File: config.mk
export PLATFORM = sky130hd
export DESIGN_NAME = weight_fetch_seq
export DESIGN_NICKNAME = d
export VERILOG_FILES = /design/src/rtl/weight_fetch_seq.sv
export SDC_FILE = /design/constraint.sdc
export NUM_CORES = 2
export LEC_CHECK = 0
export ABC_AREA = 1
export BUFFER_PORTS_ARGS = -buffer_cell sky130_fd_sc_hd__buf_2
export CORE_AREA = 2 2 409 411
export CTS_CLUSTER_SIZE = 12
export DETAILED_ROUTE_END_ITERATION = 10
export DIE_AREA = 0 0 411 413
export PLACE_DENSITY = 0.72
export SLEW_MARGIN = 30
export SYNTH_ARGS = -nofsm -noshare
export SYNTH_HDL_FRONTEND = slang
export SYNTH_SLANG_ARGS = --single-unit
File: constraint.sdc
create_clock -name clk -period 3.04 [get_ports clk]
set_clock_uncertainty 0.05 [all_clocks]
set_input_delay 0.152 -clock clk [delete_from_list [all_inputs] [get_ports clk]]
set_output_delay 0.152 -clock clk [all_outputs]
set_load 0.02 [all_outputs]
File: src/rtl/weight_fetch_seq.sv
// weight_fetch_seq
//   Read-side sequencer for a per-layer 32-bank weight ROM. Drives the ROM
//   address, tracks the ROM's one-cycle registered read latency with a two
//   stage valid pipeline, and buffers returned weight vectors in a 4-entry
//   FIFO (registered head plus 3 backing entries) presented to the PE array
//   over a valid/ready stream.
//
// Ports
//   clk        clock, all logic on posedge
//   rst        synchronous active-high reset
//   start      pulse, begins a pass when idle
//   loops      (WFETCH_LOOP_EN only) extra sweeps, sampled with start
//   last_addr  final address of the pass, sampled on accepted start
//   rom_addr   registered ROM address
//   rom_data   ROM registered output, valid one cycle after rom_addr
//   w_valid / w_ready / w_data / w_last   weight vector stream to PE array
//   busy       pass in progress
//   done       one-cycle pulse when the last-tagged vector has handshaken
//
// Configuration
//   WFETCH_LOOP_EN  when defined, adds the 8-bit `loops` input: the pass
//                   re-sweeps 0..last_addr loops+1 times back-to-back.

module weight_fetch_seq #(
  parameter int WIDTH = 16,
  parameter int ADDR  = 10,
  parameter int NUM   = 32
) (
  input  logic                      clk,
  input  logic                      rst,
  input  logic                      start,
`ifdef WFETCH_LOOP_EN
  input  logic [7:0]                loops,
`endif
  input  logic [ADDR-1:0]           last_addr,
  output logic [ADDR-1:0]           rom_addr,
  input  logic [0:NUM-1][WIDTH-1:0] rom_data,
  output logic                      w_valid,
  input  logic                      w_ready,
  output logic [0:NUM-1][WIDTH-1:0] w_data,
  output logic                      w_last,
  output logic                      busy,
  output logic                      done
);

  localparam int VW = WIDTH * NUM;
  localparam int QD = 3;  // backing entries behind the head register

  typedef enum logic [1:0] {IDLE, RUN, DRAIN} state_t;
  state_t state_reg, state_next;

  logic [ADDR-1:0] rom_addr_reg, last_reg;
  logic            v1_reg, v2_reg, l1_reg, l2_reg;
  logic            busy_reg, done_reg;
  logic [7:0]      loops_in, loops_reg;

  logic            head_valid_reg, head_last_reg;
  logic [VW-1:0]   head_data_reg;
  logic [1:0]      q_cnt_reg;
  logic [VW:0]     q_ent [0:QD-1];

  logic            pop, push, q_push, head_load, q_shift;
  logic            at_end, final_addr, credit_ok;
  logic [3:0]      occ;
  logic [VW:0]     push_ent;

  logic            issue, issue_last, loop_wrap, finish;
  logic [ADDR-1:0] issue_addr;
  logic [7:0]      loops_after;

`ifdef WFETCH_LOOP_EN
  assign loops_in = loops;
`else
  assign loops_in = 8'd0;
`endif

  assign pop       = head_valid_reg & w_ready;
  assign push      = v2_reg;
  assign push_ent  = {l2_reg, rom_data};
  assign head_load = !head_valid_reg || pop;
  assign q_shift   = head_load && (q_cnt_reg != 2'd0);
  // A push bypasses the queue only when the head is being refilled from empty.
  assign q_push    = push && !(head_load && (q_cnt_reg == 2'd0));

  // Credit: everything stored plus everything in flight from the ROM must fit
  // in the 4 entries after this cycle's issue.
  assign occ        = 4'(q_cnt_reg) + 4'(head_valid_reg) + 4'(v1_reg) + 4'(v2_reg) - 4'(pop);
  assign credit_ok  = occ < 4'd4;
  assign at_end     = rom_addr_reg == last_reg;
  assign final_addr = at_end && (loops_reg == 8'd0);

  // ---------------- FSM: state register ----------------
  always_ff @(posedge clk) begin
    if (rst) state_reg <= IDLE;
    else     state_reg <= state_next;
  end

  // ---------------- FSM: next state ----------------
  always_comb begin
    state_next = state_reg;
    case (state_reg)
      IDLE:    if (start) state_next = RUN;
      RUN:     if (final_addr) state_next = DRAIN;
      DRAIN:   if (pop && head_last_reg) state_next = IDLE;
      default: state_next = IDLE;
    endcase
  end

  // ---------------- FSM: outputs (issue control) ----------------
  // rom_addr always holds the most recently issued address, so an issue in
  // RUN targets rom_addr+1 (or 0 when another sweep begins).
  always_comb begin
    issue       = 1'b0;
    issue_addr  = rom_addr_reg;
    issue_last  = 1'b0;
    loop_wrap   = 1'b0;
    finish      = 1'b0;
    loops_after = loops_reg;
    case (state_reg)
      IDLE: begin
        if (start) begin
          issue      = 1'b1;
          issue_addr = '0;
          issue_last = (last_addr == '0) && (loops_in == 8'd0);
        end
      end
      RUN: begin
        if (!final_addr && credit_ok) begin
          issue       = 1'b1;
          loop_wrap   = at_end;
          issue_addr  = at_end ? '0 : rom_addr_reg + 1'b1;
          loops_after = at_end ? loops_reg - 8'd1 : loops_reg;
          issue_last  = (issue_addr == last_reg) && (loops_after == 8'd0);
        end
      end
      DRAIN:   finish = pop && head_last_reg;
      default: ;
    endcase
  end

  // ---------------- Address / latency pipeline ----------------
  always_ff @(posedge clk) begin
    if (rst) begin
      rom_addr_reg <= '0;
      last_reg     <= '0;
      loops_reg    <= 8'd0;
      v1_reg       <= 1'b0;
      v2_reg       <= 1'b0;
      l1_reg       <= 1'b0;
      l2_reg       <= 1'b0;
      busy_reg     <= 1'b0;
      done_reg     <= 1'b0;
    end else begin
      if (issue) rom_addr_reg <= issue_addr;
      if (state_reg == IDLE && start) begin
        last_reg  <= last_addr;
        loops_reg <= loops_in;
      end else if (loop_wrap) begin
        loops_reg <= loops_reg - 8'd1;
      end
      // v1: rom_addr is a fresh issue; v2: rom_data carries that word now.
      v1_reg   <= issue;
      l1_reg   <= issue_last;
      v2_reg   <= v1_reg;
      l2_reg   <= l1_reg;
      busy_reg <= (state_next != IDLE);
      done_reg <= finish;
    end
  end

  // ---------------- FIFO backing entries (shift queue) ----------------
  genvar gi;
  for (gi = 0; gi < QD; gi++) begin : g_q
    logic [VW:0] ent_reg, ent_next, upper;
    if (gi < QD - 1) begin : g_mid
      assign upper = q_ent[gi+1];
    end else begin : g_top
      assign upper = ent_reg;
    end
    always_comb begin
      ent_next = q_shift ? upper : ent_reg;
      if (q_push && (gi == int'(q_cnt_reg) - int'(q_shift))) ent_next = push_ent;
    end
    always_ff @(posedge clk) begin
      if (rst) ent_reg <= '0;
      else     ent_reg <= ent_next;
    end
    assign q_ent[gi] = ent_reg;
  end

  always_ff @(posedge clk) begin
    if (rst) q_cnt_reg <= 2'd0;
    else     q_cnt_reg <= q_cnt_reg + 2'(q_push) - 2'(q_shift);
  end

  // ---------------- FIFO head register ----------------
  // Head data/last are only reloaded with a real entry, so they hold the
  // previous vector while w_valid is low.
  always_ff @(posedge clk) begin
    if (rst) begin
      head_valid_reg <= 1'b0;
      head_last_reg  <= 1'b0;
      head_data_reg  <= '0;
    end else if (head_load) begin
      if (q_cnt_reg != 2'd0) begin
        {head_last_reg, head_data_reg} <= q_ent[0];
        head_valid_reg <= 1'b1;
      end else if (push) begin
        {head_last_reg, head_data_reg} <= push_ent;
        head_valid_reg <= 1'b1;
      end else begin
        head_valid_reg <= 1'b0;
      end
    end
  end

  assign rom_addr = rom_addr_reg;
  assign w_valid  = head_valid_reg;
  assign w_data   = head_data_reg;
  assign w_last   = head_last_reg;
  assign busy     = busy_reg;
  assign done     = done_reg;

endmodule
* Word-level counts from Yosys, hierarchy flattened
Cells that the tools add are included.
** Operators by class
- Equal/unequal tests :: 8
- Reduce and logical (&&, ||, !) cells :: 31
- Order comparisons :: 1
- $add $sub $neg :: 9
- Bitwise logic cells :: 2
- Muxes and demuxes :: 27
** Operator list (number)
- $mux W513 :: 4
- $mux W512 :: 2
- $logic_not A32 Y1 :: 1
- $mux W10 :: 3
- $eq A10 B10 Y1 :: 2
- $pmux W10 S2 :: 1
- $logic_not A8 Y1 :: 2
- $reduce_bool A2 Y1 :: 6
- $logic_and A1 B1 Y1 :: 11
- $add A10 B1 Y10 const B :: 1
- $logic_not A10 Y1 :: 1
- $mux W1 :: 10
- $mux W8 :: 1
- $sub A8 B1 Y8 const B :: 1
- $mux W2 :: 3
- $pmux W2 S3 :: 1
- $add A3 B1 Y4 :: 1
- $add A4 B1 Y4 :: 1
- $logic_not A2 Y1 :: 2
- $lt A4 B3 Y1 const B :: 1
- $ne A2 B2 Y1 const B :: 2
- $pmux W1 S2 :: 2
- $reduce_and A4 Y1 :: 1
- $reduce_or A2 Y1 :: 2
- other kinds (14) :: 16
** Word-level totals
- Word-level logic and storage cells :: 95
- Flip-flop bits (word level) :: 2091
- Output and inout bits :: 526
- Bits of input ports :: 526

* Logic depth before layout (Yosys ltp)
- Depth after elaboration :: 9
- Depth in mapped cells :: 17
- Depth with buffers taken out :: 16

* Worst setup path after synthesis
OpenSTA, ideal clock, no wires.
- Path type :: reg-to-reg
- Start point :: register head_valid_reg (netlist: w_valid)
- End point :: register g_q[1].ent_reg[157]
- Period minus slack after synthesis :: 2.818 ns
- Setup time :: 0.070 ns
- Buffers on the path :: 5
- Slack :: 0.222 ns
- Required time :: 2.920 ns
- Arrival time :: 2.698 ns
- Stages on the path, launching flop included :: 18
- Cells stage by stage :: dfxtp_1 > inv_1 > or2_1 > clkinv_1 > nor2_4 > clkbuf_1 > ha_1 > ha_1 > inv_1 > nor4_2 > buf_4 > inv_4 > nand2_2 > buf_6 > buf_8 > buf_8 > o21ai_1 > a21oi_1
** On the way
- Cells in the longest elaborated chain, start to end :: 7
- Elaborated cells on any way between the ends :: 12
- Classes of those cells :: add/sub: 1; eq/ne: 1; mux: 1; bitwise: 1; reduce/logical: 8
** RTL lines
- start: declaration :: RTL line 57 : logic head_valid_reg, head_last_reg;
- start signal: assignment :: RTL line 201 : head_valid_reg <= 1'b0;
- start signal: assignment :: RTL line 207 : head_valid_reg <= 1'b1;
- start signal: assignment :: RTL line 210 : head_valid_reg <= 1'b1;
- $and A1 B1 Y1 / $logic_not A1 Y1 (equally long branches) :: RTL line 77, 80
- $logic_or A1 B1 Y1 (*) :: RTL line 80 : assign head_load = !head_valid_reg || pop;
- $logic_and A1 B1 Y1, on equally long branches :: RTL line 81, 83
- $sub A2 B1 Y3 / $logic_not A1 Y1 (equally long branches) :: RTL line 182, 83
- $eq A2 B3 Y1 / $logic_and A1 B1 Y1 (equally long branches) :: RTL line 182, 83
- $logic_and A1 B1 Y1 :: RTL line 182 : if (q_push && (gi == int'(q_cnt_reg) - int'(q_shift))) ent_next = push_ent;
- $mux W513 / $reduce_bool A2 Y1 (equally long branches)
- end signal: assignment :: RTL line 186 : else ent_reg <= ent_next;
- end: declaration :: RTL line 174 : logic [VW:0] ent_reg, ent_next, upper;
Every way passes the cells marked *; elsewhere a longest branch is shown, timed or not.
A chain may end at the register's enable or synchronous reset.

* Final worst setup path
- Start point :: register head_valid_reg (netlist: w_valid)
- End point :: register g_q[1].ent_reg[392]
The elaborated chain is that of the path after synthesis.

==> results.yml <==
cts:
  clock-sinks: 2091
  post_cts_buffers: 0
  htree_levels: 4
  cts_tree: "yes"
  clockBufferDepth: 3
  clk_latency_ns: 0.85
  clockRootBuffer: "clkbuf_16"
  path_clk_slew_ns: 0.06
  numCtsBuffers: 209
run_status:
  status: "finished clean"
flow_run:
  max_cap_violations: 0
synth:
  yosysTopAreaCellShare: 0.494
  netlist_area_mm2: 0.0847
  synth-main-ff-cell: "dfxtp_1"
  syn_avg_cell_area_um2: 7.55
  ys_seq_area_frac: 0.494
  synth-seq-cells: 2091
  ys_async_sr_fraction: 0
  synth_top_area_cell: "dfxtp_1"
  yosys_warnings: 0
  ys_types: 33
  synth-edff-count: 0
  synthTopCellsByArea: "dfxtp_1 (49%), o21ai_0 (17%), a21oi_1 (8.8%), nand2_1 (7.6%), a31oi_1 (4.4%)"
  synthCells: 11200
  synth_nets: 11800
placed_design:
  finalWeightedCongestion: 0.871
  io_buffers: 1051
  dpl-instance-area_mm2: 0.0913
  place_inst: 13600
  hpwlAfterDp_mm: 176
detailed_routing:
  postRouteAntennaNets: 0
  wl_per_cell_um: 21.1
  drtIter0Drc: 10200
  drc: 0
  firstDrtPassIters: 9
  vias_per_cell: 6.06
  vias: 88100
  routed_wl_mm: 307
floorplanning:
  die-area_mm2: 0.170
  core_mm2: 0.166
  io_pins: 1052
  dieWidth_um: 411
  die_h_um: 413
  rows: 150
  start_util: 0.511
sta:
  min_period_ns: 2.90
  hold_viol_final: 0
  final.period_utilization: 0.952
  fmax_mhz: 345
  tns_ns: 0
  setup_viol: 0
  relSlewSlack: 0.216
  tightest_slew_ns: 1.18
  finalMaxSlewViolations: 0
  rsz0062_at_grt: "false"
finish:
  fin_nets: 12700
  drive_above_1_share: 0.127
  mostFrequentLayoutCell: "o21ai_0"
  largest_reg_flops: 1026
  finalNonFillerCells: 14500
  final.fill_count: 13900
  fin_area_mm2: 0.103
  area_delta_synth_final_pct: 22.1
  multi_input_area_mm2: 0.0362
  regArea_mm2: 0.0419
  most-common-layout-cells: "o21ai_0 (2944), dfxtp_1 (2089), nand2_1 (1724)"
global_route:
  use_met2: 0.527
  grt_pass1_vias: 82000
  gr-usage-met1: 0.436
  antenna_found_initial: 59
  use_met3: 0.0708
  grt-ovfl-total: 0
  grt_pass1_wl_mm: 465
  grt_busiest_layer: "met2"
  grt_max_degree: 205
  grt_usage: 0.339
setup_path:
  timing.rr.end: "g_q[0].upper[392]"
  worstPathArrival_ns: 3.62
  crit_slowest_cell: "buf_16"
  r2r_start: "w_valid"
  rr_worst_depth: 15
  setup.worst_path.start: "w_valid"
  crit_chain: "buf_4 -> inv_1 -> or2_1 -> clkinv_1 -> nor2_4 -> ha_1 -> ha_1 -> inv_1 -> nor4_4 -> buf_12 -> inv_16 -> buf_16 -> buf_6 -> o21ai_0 -> a21oi_1"
  cp_max_fo: 100
  cp.required_ns: 3.76
  cp-start-kind: "flip-flop"
  crit_type: "reg -> reg"
  end_kind: "flip-flop"
  r2r_setup_slack_ns: 0.14
  max_stage_delay_ns: 0.36
worst_hold_path:
  hold_depth: 4
  min-delay-start: "rom_data[43]"
  hold_path_end: "g_q[0].ent_reg[43]"
  holdCritPathClass: "in -> reg"
power_and_ir_drop:
  vdd.ir_drop.worst_mv: 0.989
  p_per_area_mw_per_mm2: 1080
  leakage_nw: 38.7
## cell families (layout without fill, tap and decap cells)
kind of cell	after synthesis	count (layout)	share of synthesized area
buf+inv	1663	2719	0.0796
other cells	0	51	0
simple gates	1900	1900	0.0865
flops	2091	2091	0.494
compound gates	5547	5547	0.337
xor+xnor	13	13	0.00134
fa+ha+maj	12	12	0.00186
## per-stage QoR
step                      worst slack, ns  hold slack [ns]  utilization  total power [mW]
after floorplan                     0.222            0.249            -              69.3
after global placement            -0.0501            0.356        0.550              83.7
after detailed placement           -0.115            0.355        0.550              84.9
after CTS                          0.0379           0.0234        0.621               110
after global routing              0.00939           0.0739        0.623               118
final                               0.145           0.0862        0.624               112
## metal layers
metal / up-vias / part of all wire
li1: 40600 / -
met1: 41700 / 0.40
met2: 4834 / 0.45
met3: 942 / 0.097
met4: 26 / 0.060
met5: - / 0.00057
## Yosys cell counts, types with 3 or more instances
master / count
inv_2: 6
nand2_1: 1725
nor2_1: 43
buf_6: 34
buf_2: 85
o21ai_0: 2945
nor3_1: 5
a31oi_1: 591
buf_4: 3
inv_1: 566
buf_8: 11
xnor2_1: 4
buf_1: 15
o21ai_1: 519
nand3_1: 108
a21oi_1: 1489
clkinv_1: 3
nand4_1: 8
dfxtp_1: 2091
clkbuf_1: 939
ha_1: 11
nand2_2: 4
xor2_1: 9
## worst max path at each step
stage,end,cells after the start
6_report,g_q[0].upper[392],15
5_1_grt,g_q[0].ent_reg[415],13
4_1_cts,g_q[0].ent_reg[397],12
3_5_place_dp,g_q[0].upper[387],15
3_3_place_gp,g_q[0].upper[264],14
2_1_floorplan,g_q[0].upper[157],17
## critical path: cells and delay by family, from the launching register on
| family | cells | cell delay, ns |
|---|---|---|
| buf+inv | 8 | 1.27 |
| fa+ha+maj | 2 | 0.44 |
| flops | 1 | 0.33 |
| simple gates | 3 | 0.32 |
| compound gates | 2 | 0.30 |
## area by class of cell
| type | count | share of cell area |
|---|---|---|
| antenna | 51 | 0.00123 |
| timing repair buffer | 1793 | 0.134 |
| tap | 2204 | 0.0267 |
| clock inverter | 27 | 0.00307 |
| sequential | 2091 | 0.405 |
| multi-input combinational | 7472 | 0.349 |
| clock buffer | 323 | 0.0591 |
| inverter | 576 | 0.0213 |
## report_power, final
group | total, mW | leakage [nW] | switching, mW | internal (mW)
Combinational | 44.4 | 18.4 | 30.7 | 13.7
Sequential | 42.3 | 17.2 | 5.25 | 37.1
Clock | 24.9 | 3.14 | 10.9 | 14.0
Total | 112 | 38.7 | 46.9 | 64.7
## timing repair
action                     4_1_cts  5_1_grt
hold buffers                   529        0
gates resized for setup          3       17
setup endpoints to repair      133      412
hold endpoints to repair      2086        0
cloned                           1        5
pin swaps                        0        2
Power figures use the tool's default switching activity.
